File: src/rtl/rpn_stack_engine.sv
// Reverse-Polish arithmetic engine. Takes operand/operator/result tokens, drives an
// external LIFO through push/pop strobes and returns results over a valid/ready port.
module rpn_stack_engine #(
  parameter int unsigned data_count = 3,
  parameter int unsigned data_width = 16
) (
  input  logic                            clock,
  input  logic                            reset_n,
  input  logic                            tok_valid,
  output logic                            tok_ready,
  input  logic [1:0]                      tok_type,
  input  logic [data_width-1:0]           tok_data,
  output logic                            res_valid,
  input  logic                            res_ready,
  output logic [data_width-1:0]           res_data,
  output logic                            stk_push,
  output logic                            stk_pop,
  output logic [data_width-1:0]           stk_data_in,
  input  logic [data_width-1:0]           stk_data_out,
  input  logic                            stk_empty,
  input  logic                            stk_full,
  output logic [$clog2(data_count+1)-1:0] depth,
  output logic                            err_overflow,
  output logic                            err_underflow
);

  localparam int unsigned depth_w = $clog2(data_count + 1);
  localparam logic [depth_w-1:0] depth_max = depth_w'(data_count);
  localparam logic [depth_w-1:0] depth_one = depth_w'(1);
  localparam logic [depth_w-1:0] depth_two = depth_w'(2);

  typedef enum logic [3:0] {
    StIdle, StPushOp, StPopB, StPopA, StCalc, StPushR, StPopR, StCap, StOut, StErr
  } state_e;

  state_e                state_q, state_d;
  logic [depth_w-1:0]    depth_q, depth_d;
  logic [1:0]            op_q, op_d;
  logic [data_width-1:0] b_q, b_d;
  logic [data_width-1:0] data_in_q, data_in_d;
  logic [data_width-1:0] res_data_q, res_data_d;
  logic                  tok_ready_q, tok_ready_d;
  logic                  res_valid_q, res_valid_d;
  logic                  push_q, push_d;
  logic                  pop_q, pop_d;
  logic                  ovf_q, ovf_d;
  logic                  unf_q, unf_d;
  logic [data_width-1:0] alu_result;

  // Operand a is the deeper entry; it is on stk_data_out during CALC.
  always_comb begin
    unique case (op_q)
      2'b00:   alu_result = stk_data_out + b_q;
      2'b01:   alu_result = stk_data_out - b_q;
      2'b10:   alu_result = stk_data_out * b_q;
      default: alu_result = stk_data_out & b_q;
    endcase
  end

  always_comb begin
    state_d    = state_q;
    depth_d    = depth_q;
    op_d       = op_q;
    b_d        = b_q;
    data_in_d  = data_in_q;
    res_data_d = res_data_q;
    ovf_d      = 1'b0;
    unf_d      = 1'b0;

    unique case (state_q)
      StIdle: begin
        if (tok_valid && tok_ready_q) begin
          unique case (tok_type)
            2'b00: begin
              if (depth_q < depth_max && !stk_full) begin
                state_d   = StPushOp;
                data_in_d = tok_data;
              end else begin
                state_d = StErr;
                ovf_d   = 1'b1;
              end
            end
            2'b01: begin
              if (depth_q < depth_two) begin
                state_d = StErr;
                unf_d   = 1'b1;
              end else begin
                state_d = StPopB;
                op_d    = tok_data[1:0];
              end
            end
            2'b10: begin
              if (depth_q == '0 || stk_empty) begin
                state_d = StErr;
                unf_d   = 1'b1;
              end else begin
                state_d = StPopR;
              end
            end
            2'b11: ;  // reserved token is swallowed without side effects
          endcase
        end
      end
      StPushOp: begin
        state_d = StIdle;
        if (depth_q < depth_max) depth_d = depth_q + depth_one;
      end
      StPopB: state_d = StPopA;
      StPopA: begin
        state_d = StCalc;
        b_d     = stk_data_out;
      end
      StCalc: begin
        state_d   = StPushR;
        data_in_d = alu_result;
      end
      StPushR: begin
        state_d = StIdle;
        if (depth_q != '0) depth_d = depth_q - depth_one;
      end
      StPopR: begin
        state_d = StCap;
        if (depth_q != '0) depth_d = depth_q - depth_one;
      end
      StCap: begin
        state_d    = StOut;
        res_data_d = stk_data_out;
      end
      StOut: if (res_ready) state_d = StIdle;
      StErr: state_d = StIdle;
      default: state_d = StIdle;
    endcase

    push_d      = (state_d == StPushOp) || (state_d == StPushR);
    pop_d       = (state_d == StPopB) || (state_d == StPopA) || (state_d == StPopR);
    res_valid_d = (state_d == StOut);
    // One dead cycle after a result handshake before new tokens are taken.
    tok_ready_d = (state_d == StIdle) && (state_q != StOut);
  end

  always_ff @(posedge clock) begin
    if (!reset_n) begin
      state_q     <= StIdle;
      depth_q     <= '0;
      op_q        <= '0;
      b_q         <= '0;
      data_in_q   <= '0;
      res_data_q  <= '0;
      tok_ready_q <= 1'b0;
      res_valid_q <= 1'b0;
      push_q      <= 1'b0;
      pop_q       <= 1'b0;
      ovf_q       <= 1'b0;
      unf_q       <= 1'b0;
    end else begin
      state_q     <= state_d;
      depth_q     <= depth_d;
      op_q        <= op_d;
      b_q         <= b_d;
      data_in_q   <= data_in_d;
      res_data_q  <= res_data_d;
      tok_ready_q <= tok_ready_d;
      res_valid_q <= res_valid_d;
      push_q      <= push_d;
      pop_q       <= pop_d;
      ovf_q       <= ovf_d;
      unf_q       <= unf_d;
    end
  end

  assign tok_ready     = tok_ready_q;
  assign res_valid     = res_valid_q;
  assign res_data      = res_data_q;
  assign stk_push      = push_q;
  assign stk_pop       = pop_q;
  assign stk_data_in   = data_in_q;
  assign depth         = depth_q;
  assign err_overflow  = ovf_q;
  assign err_underflow = unf_q;

endmodule

File: config.mk
export PLATFORM = sky130hd
export DESIGN_NAME = rpn_stack_engine
export DESIGN_NICKNAME = d
export VERILOG_FILES = /design/src/rtl/rpn_stack_engine.sv
export SDC_FILE = /design/constraint.sdc
export NUM_CORES = 1
export LEC_CHECK = 0
export BUFFER_PORTS_ARGS = -buffer_cell sky130_fd_sc_hd__buf_2
export CORE_MARGIN = 2
export CORE_UTILIZATION = 49
export DETAILED_ROUTE_END_ITERATION = 16
export PLACE_DENSITY = 0.73
export SETUP_SLACK_MARGIN = 0.02
export SLEW_MARGIN = 40
export SYNTH_ARGS = -nofsm -noshare
export SYNTH_HDL_FRONTEND = slang
export SYNTH_SLANG_ARGS = --single-unit
File: constraint.sdc
create_clock -name clock -period 6.87 [get_ports clock]
set_input_delay 0.3435 -clock clock [delete_from_list [all_inputs] [get_ports clock]]
set_output_delay 0.3435 -clock clock [all_outputs]
set_load 0.05 [all_outputs]
After elaboration in Yosys (flattened, before gate mapping):

Index checks and enable logic that the tools add are counted.

* register bits after elaboration: 62
* output and inout bits: 40
* logic and storage cells: 86

* order comparisons: 2
* equality and inequality tests: 24
* bitwise operators: 2
* add/sub/neg operators: 4
* muxes and demuxes: 19
* $mul: 1
* reductions and logical operators: 22

Operators by type and width (count)
* two-way mux 16 bit: 3
* one-hot mux 16 bit (3 select lines): 1
* one-hot mux 16 bit (2 select lines): 1
* one-hot mux 4 bit (7 select lines): 1
* == test 4 x 3 -> 1 bit (second input constant): 6
* two-way mux 4 bit: 5
* adder 16 bit: 1
* AND 16 bit: 1
* == test 4 x 2 -> 1 bit (second input constant): 4
* multiplier 16 x 16 -> 16 bit: 1
* subtractor 16 bit: 1
* one-hot mux 4 bit (3 select lines): 1
* AND reduction 4 bit: 3
* == test 4 x 1 -> 1 bit (second input constant): 2
* == test 4 bit (second input constant): 2
* logical NOT 4 bit: 2
* logical NOT 2 bit: 3
* != test 2 bit (second input constant): 3
* AND reduction 3 bit: 2
* nonzero test 2 bit: 3
* == test 2 x 1 -> 1 bit (second input constant): 2
* == test 2 bit (second input constant): 2
* logical OR 1 bit: 4
* < comparator 2 bit (second input constant): 2
* 12 further kinds: 18

Longest topological paths before layout:

Gate-level depths: netlist of the first run.

* depth in word-level cells: 9
* gate-level depth with buffers: 21
* mapped depth without buffers: 20

Worst setup path before layout of the first run:

Ideal clock, no wire load.

* path type: reg-to-reg
* from: reg b_q[2]
* to: reg data_in_q[14], in the netlist stk_data_in[14]
* path buffers: 2
* stages on the path, launching flop included: 22
* slack: 1553 ps
* arrival: 5186 ps
* path through: dfxtp_1 > clkbuf_1 > clkbuf_1 > and2_1 > fa_1 > inv_1 > fa_1 > inv_1 > ha_1 > fa_1 > fa_1 > inv_1 > fa_1 > inv_1 > ha_1 > or3_1 > nand2b_1 > o221ai_1 > o21ai_1 > mux2i_1 > a221oi_1 > o22ai_1

* longest elaborated chain between the ends: 3
* elaborated cells between the ends (all ways): 5
* those cells by class: 2 x add/sub; 1 x mul; 2 x mux

RTL lines
* from (decl): RTL line 39 `logic [data_width-1:0] b_q, b_d;`
* from (signal assigned): RTL line 146 `b_q <= '0;`
* from (signal assigned): RTL line 159 `b_q <= b_d;`
* multiplier 16 x 16 -> 16 bit, or another cell as far along: RTL line 55 `2'b10: alu_result = stk_data_out * b_q;`
* one-hot mux 16 bit (3 select lines) *: RTL line 52 `unique case (op_q)`
* one-hot mux 16 bit (2 select lines) *: RTL line 70 `unique case (state_q)`
* to (signal assigned): RTL line 160 `data_in_q <= data_in_d;`
* to (decl): RTL line 40 `logic [data_width-1:0] data_in_q, data_in_d;`

Mark *: on every way between the ends. The rest lies on a longest branch, timed or not.
A chain may end at the register's enable or synchronous reset.

Worst setup path after layout of the first run:

* from: reg b_q[5]
* to: reg data_in_q[14], in the netlist stk_data_in[14]

Same word-level chain as after synthesis.

==> results.md, run 1 <==
* Status: completed
* Die area at 0.01719 sq mm
* Pre-CTS setup slack at about 1200 ps
* Latest clock arrival within the worst-skew pair at ~330 ps
* Worst-margin pin slew at 759.6 ps
* Flop2flop setup slack at 1120 ps
* FF-to-FF Start: b_q[5]$_SDFFE_PN0P_
* Most frequent cells in the layout: nand2_1, inv_1, fa_1
* Slew HR at 0.4929
* Hold Violations, Final at 0
* RR Endpoint: stk_data_in[14]$_SDFFE_PN0P_
* Yosys top cell area share at 0.2048
* Clk sinks at 62
* Largest family of logic cells by synthesized area: adder cells
* Nets at 1230
* Worst setup EP type: flip-flop
* CTS Hold Bufs at 0
* Synth async-reset ratio at 0
* P_leak at 3.895 nW
* Crit-path max FO at 15
* Num rows at 46
* Final Wtd Congestion at between 0.9 and 1
* Clk buf depth at 2
* Simple-Gate Fraction of Synth Area at 0.2257
* Layout cell share with drive strength beyond 1 at 0.1025
* Grt ovf at 0
* Setup crit end: stk_data_in[14]$_SDFFE_PN0P_
* Port bufs at between 70 and 80
* Adder-Cell Fraction of Synth Area at 0.3154
* Pin count of the biggest net entering global routing at 37
* Clock Tree Root: clkbuf_16
* Commonest non-fill, non-tap cell in the layout: nand2_1
* Setup CP Type: flip-flop to flip-flop
* Mux share of post-synthesis cell area at 0.008850
* N_diodes at 0
* Critical Path Start Type: flip-flop
* Die width at 131.1 um
* Crit share post-route at 0.8370
* Clock-pin slew on the worst setup and hold paths at around 60 ps
* First-pass GRT wire length at 35500 um
* Crit path from: b_q[5]$_SDFFE_PN0P_
* Reg2reg path depth at 19
* Synth area leader: fa_1
* Synth warnings at 0
* CTS tree: yes
* Max-cap violations at 0
* Drt total wl at 21290 um
* Worst EP required at just over 7000 ps
* Vias/cell at roughly 5.6
* Initial DRC count at 480
* Area growth syn-to-layout at 9.640%
* Max-slew violation count at 0
* Synth cell types at 60
* DR vias at a little over 7000
* Gate Count Post-Synth at approximately 1000
* Pwr Total at 0.0009044 W
* Final antenna-violating net count at 0
* Filler instances at between 1000 and 1500
* Data arrival, critical path at 5930 ps
* Vias in the first global route at 6936
* Syn Std Cell Area at 0.007918 sq mm
* Compound-Gate Fraction of Synth Area at 0.1440
* DP Wirelength at approximately 16000 um
* Initial antenna violation count at 0
* Peak supply drop at about 120 uV
* Most area-consuming cells after synthesis: fa_1, dfxtp_1, ha_1, nand2_1, inv_1
* Unrepaired setup endpoints after global routing: false
* Postcts setup bufs at 0
* WL/cell at approximately 17 um
* IO Count at 80
* Clock skew at 7.909 ps
* Cell Count, Final, Fillers Out at about 1300
* CTS Buf Count at 9
* Area of the core at roughly 0.016 sq mm
* H-tree levels at 3
* Cts repair resizes at 0
* Fmax at approximately 170 MHz
* Crit path time final at approximately 5800 ps
* Post-synthesis sequential area ratio at 0.1568
* Post-synth EDFFs at 0
* Synthesized net count at ~1200
* Die height at 131.1 um
* Setup TNS at 0 ps
* Post-synthesis xor/xnor area fraction at 0.06147
* Syn Area/Cell at about 7.9 sq um
* Pwr/cell area at between 100 and 150 mW/mm^2
* DRC at 0
* Placed cells at around 1200
* Setup violators final at 0
* Top_reg_cell synth: dfxtp_1
* Final worst setup slack at 1120 ps
* Total GRT Usage at 0.2558
* Synthesized flop and latch total at 62
* Initial core utilization at 0.5002
* Drt pass-1 iters at 7
* HP Class: input pin to flip-flop
[cells by family (layout without fill, tap and decap cells)]
group                      count (synthesis)  count (layout)
xor gates and xnor gates                  54              54
and+or+nand+nor                          365             365
buffers and inverters                    185             228
adders and majority gates                151             151
AOI/OAI and AO/OA                        177             177
muxes                                      7               7
DFF                                       62              62
[power by group]
group          switching (W)  leakage (nW)  internal [W]
sequential        0.00000315         0.500      0.000364
clock               0.000168         0.128      0.000242
combinational      0.0000858          3.27     0.0000409
total               0.000257          3.90      0.000647
[sequential cells by signal, summed over array words and instances, names as in the netlist, 2 cells and up]
| name | flops |
|---|---|
| op_q | 2 |
| stk_data_in | 16 |
| state_q | 4 |
| res_data | 16 |
| depth | 2 |
| b_q | 16 |
[synth_stat cells (5+ instances only)]
cell	n
nand2b_1	12
xor2_1	21
and3_1	9
inv_1	126
nor4_1	5
o21a_1	12
nor2_1	40
a21oi_1	63
nor2b_1	10
a21o_1	5
clkbuf_1	57
o22ai_1	5
nand3_1	12
a31oi_1	6
dfxtp_1	62
a211oi_1	8
a311oi_1	5
o21ai_0	15
o21ai_1	9
mux2i_1	7
and2_1	74
nand2_1	167
o211ai_1	16
ha_1	70
fa_1	81
xnor2_1	32
nor3_1	12
[metrics by stage]
| step | util | hold WS [ps] | area (sq um) |
|---|---|---|---|
| floorplan | - | 473.0 | 7918 |
| global placement | 0.5315 | 439.2 | 8413 |
| detailed placement | 0.5315 | 444.6 | 8413 |
| CTS | 0.5485 | 264.8 | 8681 |
| global route | 0.5485 | 277.5 | 8681 |
| finish | 0.5485 | 277.3 | 8681 |
[how the worst min path moves through the flow]
| stage | from | endpoint | slack [ps] | depth (start not counted) |
|---|---|---|---|---|
| floorplan | b_q[15]$_SDFFE_PN0P_ | b_q[15]$_SDFFE_PN0P_ | 470 | 2 |
| global placement | res_data[9]$_SDFFE_PN0N_ | res_data[9]$_SDFFE_PN0N_ | 440 | 2 |
| detailed placement | stk_data_in[6]$_SDFFE_PN0P_ | stk_data_in[6]$_SDFFE_PN0P_ | 440 | 2 |
| CTS | tok_data[4] | stk_data_in[4]$_SDFFE_PN0P_ | 260 | 3 |
| global route | tok_data[5] | stk_data_in[5]$_SDFFE_PN0P_ | 280 | 3 |
| finish | tok_data[5] | stk_data_in[5]$_SDFFE_PN0P_ | 280 | 3 |
[critical path, stage by stage (launching register included)]
cell	delay (ps)
dfxtp_1	800
and2_1	330
fa_1	450
inv_1	90
fa_1	440
fa_1	530
inv_1	50
ha_1	300
fa_1	490
inv_1	60
fa_1	470
inv_1	50
ha_1	300
o21ai_0	110
o21ai_0	170
o221ai_1	190
o21ai_1	210
mux2i_1	110
a221oi_1	290
o22ai_1	150
[layer usage]
layer / GRT usage / wire [um] / vias to the layer above
li1: - / - / 3345
met1: 0.3467 / 9475 / 3386
met2: 0.4111 / 9662 / 252
met3: 0.05247 / 1463 / 60
met4: 0.08333 / 686 / 0
met5: 0 / 0 / -
[final cells by class]
type	count	area (sq um)	area share
clock buffers	10	229.0	0.02638
multi-input cells	754	5981	0.6890
inverters	126	473.0	0.05448
flip-flops and latches	62	1241	0.1430
well taps	216	270.3	0.03113
clock inverters	6	38.79	0.004468
repair buffers	86	447.9	0.05160
(Power assumes the default switching activity.)
==> run 2: changes to the inputs <==
--- a/config.mk
+++ b/config.mk
@@ -5,6 +5,7 @@
 export SDC_FILE = /design/constraint.sdc
 export NUM_CORES = 1
 export LEC_CHECK = 0
+export ABC_AREA = 1
 export BUFFER_PORTS_ARGS = -buffer_cell sky130_fd_sc_hd__buf_2
 export CORE_MARGIN = 2
 export CORE_UTILIZATION = 49
==> constraint.sdc (replaced) <==
create_clock -name clock -period 5.9 [get_ports clock]
set_input_delay 0.295 -clock clock [delete_from_list [all_inputs] [get_ports clock]]
set_output_delay 0.295 -clock clock [all_outputs]
set_load 0.05 [all_outputs]
==> results.md, run 2 <==
* Postcts setup bufs at 0 (unchanged)
* DR vias at 8006 (was 7043)
* CTS Buf Count at 9 (unchanged)
* Filler instances at 1607 (was 1486)
* Crit path time final at 5508 ps (was 5750 ps)
* Peak supply drop at 165.8 uV (was 118.1 uV)
* Die area at 0.01804 sq mm (was 0.01719 sq mm)
* Clock Tree Root: clkbuf_16 (unchanged)
* Max-cap violations at 0 (unchanged)
* Worst-margin pin slew at 761.7 ps (was 759.6 ps)
* Clock-pin slew on the worst setup and hold paths at 60 ps (about the same)
* Pwr Total at 0.001170 W (was 0.0009044 W)
* N_diodes at 0 (unchanged)
* Setup TNS at 0 ps (unchanged)
* Slew HR at 0.4916 (was 0.4929)
* Drt total wl at 24040 um (was 21290 um)
* Initial DRC count at 659 (was 480)
* Synth cell types at 53 (was 60)
* Unrepaired setup endpoints after global routing: false (unchanged)
* Clk buf depth at 2 (unchanged)
* P_leak at 5.283 nW (was 3.895 nW)
* Status: completed (unchanged)
* Final antenna-violating net count at 0 (unchanged)
* Vias/cell at 5.253 (was 5.590)
* Final Wtd Congestion at 1.040 (was 0.9068)
* Port bufs at 79 (unchanged)
* IO Count at 80 (unchanged)
* Top_reg_cell synth: dfxtp_1 (unchanged)
* Gate Count Post-Synth at 1242 (was 1001)
* Pin count of the biggest net entering global routing at 41 (was 37)
* First-pass GRT wire length at 39290 um (was 35500 um)
* WL/cell at 15.77 um (was 16.89 um)
* Switching part of the total at 0.2810 (was 0.2843)
* Area of the core at 0.01658 sq mm (was 0.01583 sq mm)
* Crit-path max FO at 12 (was 15)
* Initial antenna violation count at 0 (unchanged)
* Most frequent cell after synthesis: nand2_1 (unchanged)
* Max-slew violation count at 0 (unchanged)
* Nets at 1490 (was 1230)
* Met3 WL at 2053 um (was 1463 um)
* DRC at 0 (unchanged)
* HP Class: input pin to flip-flop (unchanged)
* Crit share post-route at 0.9336 (was 0.8370)
* Data arrival, critical path at 5770 ps (was 5930 ps)
* Synth warnings at 0 (unchanged)
* Commonest cells in the netlist: nand2_1, inv_1, nor2_1 (was nand2_1, inv_1, fa_1)
* Worst setup EP type: flip-flop (unchanged)
* Post-synthesis sequential area ratio at 0.1492 (was 0.1568)
* Worst EP required at 6160 ps (was 7050 ps)
* Syn Std Cell Area at 0.008320 sq mm (was 0.007918 sq mm)
* Commonest non-fill, non-tap cell in the layout: nand2_1 (unchanged)
* Logic pwr share at 0.139 (was 0.140)
* Die height at 134.3 um (was 131.1 um)
* Most frequent cells in the layout: nand2_1, inv_1, nor2_1 (was nand2_1, inv_1, fa_1)
* Post-synth EDFFs at 0 (unchanged)
* Wl on met1 at 10680 um (was 9475 um)
* Fmax at 181.6 MHz (was 173.9 MHz)
* Syn Area/Cell at 6.699 sq um (was 7.910 sq um)
* Num rows at 47 (was 46)
* Clk sinks at 62 (unchanged)
* Met2 Routed Length at 10800 um (was 9662 um)
* Vias in the first global route at 7671 (was 6936)
* Pwr/cell area at 126.9 mW/mm^2 (was 104.2 mW/mm^2)
* Setup CP Type: flip-flop to flip-flop (unchanged)
* Layout cell share with drive strength beyond 1 at 0.1089 (was 0.1025)
* Area growth syn-to-layout at 10.86% (was 9.640%)
* Critical Path Start Type: flip-flop (unchanged)
* Total GRT Usage at 0.2767 (was 0.2558)
* Hold Violations, Final at 0 (unchanged)
* Setup violators final at 0 (unchanged)
* Clk pwr share at 0.496 (was 0.454)
* Sequential power share at 0.366 (was 0.406)
* Grt ovf at 0 (unchanged)
* Synth async-reset ratio at 0 (unchanged)
* CTS tree: yes (unchanged)
* Initial core utilization at 0.5017 (was 0.5002)
* Synthesized net count at 1433 (was 1192)
* Clock skew at 7.418 ps (was 7.909 ps)
* Synth area leader: fa_1 (unchanged)
* Die width at 134.3 um (was 131.1 um)
* Latest clock arrival within the worst-skew pair at 340 ps (was 330 ps)
* Net Sw Power at 0.0003288 W (was 0.0002571 W)
* Top Layer Used: met4 (unchanged)
* DP Wirelength at 18880 um (was 15840 um)
* Drt pass-1 iters at 6 (was 7)
* Yosys top cell area share at 0.1949 (was 0.2048)
* Most area-consuming cells after synthesis: fa_1, dfxtp_1, nand2_1, inv_1, ha_1 (was fa_1, dfxtp_1, ha_1, nand2_1, inv_1)
* Synthesized flop and latch total at 62 (unchanged)
* H-tree levels at 3 (unchanged)
* Internal Power at 0.0008416 W (was 0.0006473 W)
run 2: changes by cell type after synthesis, sizes merged, moves of 10 or more:
cell	delta
buf	+20
nor2	+51
o21ai	+48
clkbuf	-25
nand2	+135
xnor2	-27
and2	-74
nor2b	-10
nand2b	-12
nand3	+39
inv	+170
run 2: final cells by class:
cell class,count,area (sq um),share of cell area
Timing Repair Buffer,100,553.0,0.05996
Clock buffer,9,225.2,0.02442
Multi-Input combinational cell,829,5708,0.6188
Clock inverter,7,98.84,0.01072
Sequential cell,62,1249,0.1354
Tap cell,220,275.3,0.02984
Inverter,297,1115,0.1209
run 2: power groups by stage:
stage	combinational [W]	sequential [W]	clock, W
after global routing	0.000175	0.000428	0.000596
final	0.000162	0.000428	0.000580
after global placement	0.000158	0.000437	0
after floorplan	0.0000801	0.000454	0
after detailed placement	0.000157	0.000437	0
after CTS	0.000158	0.000428	0.000581
run 2: timing repair:
action	4_1_cts	5_1_grt
setup endpoints to repair	0	4
hold buffers	0	0
resized for setup	0	6
run 2: metrics by stage:
stage / hold WS (ps) / utilization / setup slack (ps) / std cells / area [sq um]
global route: 245.9 / 0.5562 / 70.56 / 1524 / 9224
CTS: 241.4 / 0.5558 / 252.8 / 1524 / 9216
finish: 240.7 / 0.5562 / 392.0 / 1524 / 9224
floorplan: 429.9 / - / 759.0 / 1242 / 8320
detailed placement: 455.7 / 0.5362 / 277.3 / 1508 / 8892
global placement: 450.9 / 0.5361 / 323.2 / 1508 / 8890
run 2: critical path: stages (launching register included):
cell and delay (ps):
dfxtp_2 420, buf_4 190, nand2_1 60, inv_1 50, fa_1 530, inv_1 50, fa_1 520, inv_1 50
fa_1 480, fa_1 540, inv_1 50, fa_1 450, fa_1 530, inv_1 50, ha_1 340, nand2_1 90
nor3_1 200, nand3_1 120, nand3_1 120, inv_1 50, nand3_1 80, nand3_1 120, nand3_1 120, nand2_1 70
a21oi_2 110
run 2: kinds of logic (layout without fill, tap and decap cells):
| kind of cell | after synthesis | in the layout | synth area share |
|---|---|---|---|
| buffers and inverters | 351 | 413 | 0.1651 |
| xor gates and xnor gates | 18 | 18 | 0.01985 |
| DFF | 62 | 62 | 0.1492 |
| adders and majority gates | 151 | 151 | 0.3002 |
| AOI/OAI and AO/OA | 183 | 183 | 0.1242 |
| and+or+nand+nor | 477 | 477 | 0.2415 |
run 2: layer usage:
layer / global-route usage / vias to the layer above
li1: - / 3906
met1: 0.3925 / 3713
met2: 0.4450 / 331
met3: 0.04460 / 56
met4: 0.06316 / 0
met5: 0 / -
run 2: final timing paths:
check	endpoint	slack, ps	depth (start not counted)	from
worst max-delay path	stk_data_in[15]$_SDFFE_PN0P_	390	24	b_q[1]$_SDFFE_PN0P_
worst min-delay path	stk_data_in[0]$_SDFFE_PN0P_	240	3	tok_data[0]
worst max register to register	stk_data_in[15]$_SDFFE_PN0P_	390	24	b_q[1]$_SDFFE_PN0P_
worst min register to register	stk_data_in[4]$_SDFFE_PN0P_	470	2	stk_data_in[4]$_SDFFE_PN0P_
==> run 3: changes to the inputs <==
--- a/config.mk
+++ b/config.mk
@@ -8,10 +8,11 @@
 export ABC_AREA = 1
 export BUFFER_PORTS_ARGS = -buffer_cell sky130_fd_sc_hd__buf_2
 export CORE_MARGIN = 2
-export CORE_UTILIZATION = 49
+export CORE_UTILIZATION = 50
 export DETAILED_ROUTE_END_ITERATION = 16
-export PLACE_DENSITY = 0.73
+export PLACE_DENSITY = 0.74
 export SETUP_SLACK_MARGIN = 0.02
+export SKIP_LAST_GASP = 1
 export SLEW_MARGIN = 40
 export SYNTH_ARGS = -nofsm -noshare
 export SYNTH_HDL_FRONTEND = slang
==> results.md, run 3 (same netlist as run 2, synthesis figures left out) <==
* Status: completed (unchanged)
* Placed cells at 1508 (unchanged)
* CTS tree: yes (unchanged)
* Crit share post-route at 0.9462 (was 0.9336)
* WL/cell at 15.75 um (was 15.77 um)
* Setup CP Type: flip-flop to flip-flop (unchanged)
* Setup TNS at 0 ps (unchanged)
* IO Count at 80 (unchanged)
* Slowest stage delay, CP at 530 ps (was 540 ps)
* Data arrival, critical path at 5750 ps (was 5770 ps)
* DP Wirelength at 18740 um (was 18880 um)
* First-pass GRT wire length at 39500 um (was 39290 um)
* Max-cap violations at 0 (unchanged)
* Crit-path max FO at 6 (was 12)
* DR vias at 8097 (was 8006)
* Clk buf depth at 2 (unchanged)
* Max-slew violation count at 0 (unchanged)
* Num rows at 47 (unchanged)
* Drt total wl at 23980 um (was 24040 um)
* Vias in the first global route at 7809 (was 7671)
* Vias/cell at 5.316 (was 5.253)
* Final antenna-violating net count at 0 (unchanged)
* Clock skew at 8.644 ps (was 7.418 ps)
* CTS Buf Count at 9 (unchanged)
* Port bufs at 79 (unchanged)
* Total GRT Usage at 0.2803 (was 0.2767)
* Area of the core at 0.01641 sq mm (was 0.01658 sq mm)
* Slew HR at 0.4807 (was 0.4916)
* Fmax at 179.1 MHz (was 181.6 MHz)
* Most frequent cells in the layout: nand2_1, inv_1, nor2_1 (unchanged)
* N_diodes at 0 (unchanged)
* DRC at 0 (unchanged)
* Initial antenna violation count at 0 (unchanged)
* Final Wtd Congestion at 1.033 (was 1.040)
* Worst-margin pin slew at 778.1 ps (was 761.7 ps)
* Layout cell share with drive strength beyond 1 at 0.1044 (was 0.1089)
* Cell Count, Final, Fillers Out at 1523 (was 1524)
* Commonest non-fill, non-tap cell in the layout: nand2_1 (unchanged)
* Worst EP required at 6070 ps (was 6160 ps)
* Critical Path Start Type: flip-flop (unchanged)
* Clock-pin slew on the worst setup and hold paths at 60 ps (about the same)
* Latest clock arrival within the worst-skew pair at 330 ps (was 340 ps)
* Initial DRC count at 735 (was 659)
* Slowest CP cell: dfxtp_1 (was fa_1)
* Nets at 1490 (unchanged)
* Die area at 0.01769 sq mm (was 0.01804 sq mm)
* P_leak at 5.285 nW (was 5.283 nW)
* Area growth syn-to-layout at 10.95% (was 10.86%)
* Clock Tree Root: clkbuf_16 (unchanged)
* Pin count of the biggest net entering global routing at 41 (unchanged)
* Die width at 133 um (was 134.3 um)
* Drt pass-1 iters at 5 (was 6)
* Die height at 133 um (was 134.3 um)
* Crit path cell chain: nand2_1, inv_1, fa_1, inv_1, fa_1, fa_1, inv_1, ha_1, fa_1, inv_1, fa_1, inv_1, ha_1, a21oi_1, a21boi_0, nand2_1, nand2_1, a21oi_1, nor3_1, nand3b_1, nand3_1, nand2_1, a21oi_1 (was buf_4, nand2_1, inv_1, fa_1, inv_1, fa_1, inv_1, fa_1, fa_1, inv_1, fa_1, fa_1, inv_1, ha_1, nand2_1, nor3_1, nand3_1, nand3_1, inv_1, nand3_1, nand3_1, nand3_1, nand2_1, a21oi_2)
* CTS Hold Bufs at 0 (unchanged)
* Crit path time final at 5583 ps (was 5508 ps)
* Unrepaired setup endpoints after global routing: false (unchanged)
* HP Class: input pin to flip-flop (unchanged)
* Hold Violations, Final at 0 (unchanged)
* H-tree levels at 3 (unchanged)
* Worst setup EP type: flip-flop (unchanged)
* Setup violators final at 0 (unchanged)
* Initial core utilization at 0.5071 (was 0.5017)
* Peak supply drop at 210.0 uV (was 165.8 uV)
* Pwr/cell area at 126.9 mW/mm^2 (about the same)
* Clk sinks at 62 (unchanged)
* Grt ovf at 0 (unchanged)
[run 3: repair_timing]
item,CTS,global route
gates resized for setup,0,2
buffers inserted,0,0
setup endpoints to repair,0,1
[run 3: power by group]
part	switching [W]	internal (W)	total (W)
clock network	0.000194	0.000391	0.000585
registers	0.00000368	0.000425	0.000428
logic	0.000112	0.0000455	0.000158
total	0.000310	0.000861	0.00117
[run 3: critical path: cells and delay by family, from the launching register on]
family / cells / cell delay (ps)
flops: 1 / 530
simple gates: 7 / 980
fa+ha+maj: 7 / 2950
buf+inv: 5 / 350
compound gates: 4 / 620
[run 3: final cells by class]
type	count	area, sq um
tap	220	275.3
clock inverter	3	67.56
clock buffer	12	256.5
fill	1574	7176
inverter	297	1115
sequential	62	1244
multi-input combinational	829	5708
timing repair buffer	100	565.5
[run 3: per-layer routing]
| metal | global-route usage | vias to the layer above | share of wire |
|---|---|---|---|
| met5 | 0 | - | 0 |
| met4 | 0.08542 | 0 | 0.026 |
| met3 | 0.04751 | 51 | 0.093 |
| met2 | 0.4537 | 383 | 0.46 |
| met1 | 0.3848 | 3765 | 0.42 |
| li1 | - | 3898 | - |
[run 3: metrics by stage]
stage	hold WS (ps)	instance area, sq um	power [W]	util	setup slack (ps)
floorplan	429.9	8320	0.0005342	-	759.0
global placement	452.3	8902	0.0005898	0.5426	325.1
detailed placement	453.4	8905	0.0005903	0.5427	299.7
CTS	257.4	9229	0.001167	0.5625	284.7
global route	290.6	9231	0.001202	0.5626	24.53
finish	256.2	9231	0.001171	0.5626	317.5
[run 3: worst paths after layout]
kind	start	endpoint	slack (ps)	cells after the start
setup / recovery	b_q[5]$_SDFFE_PN0P_	stk_data_in[13]$_SDFFE_PN0P_	320	23
hold / removal	tok_data[0]	stk_data_in[0]$_SDFFE_PN0P_	260	3
setup reg to reg	b_q[5]$_SDFFE_PN0P_	stk_data_in[13]$_SDFFE_PN0P_	320	23
hold reg to reg	stk_data_in[10]$_SDFFE_PN0P_	stk_data_in[10]$_SDFFE_PN0P_	460	2
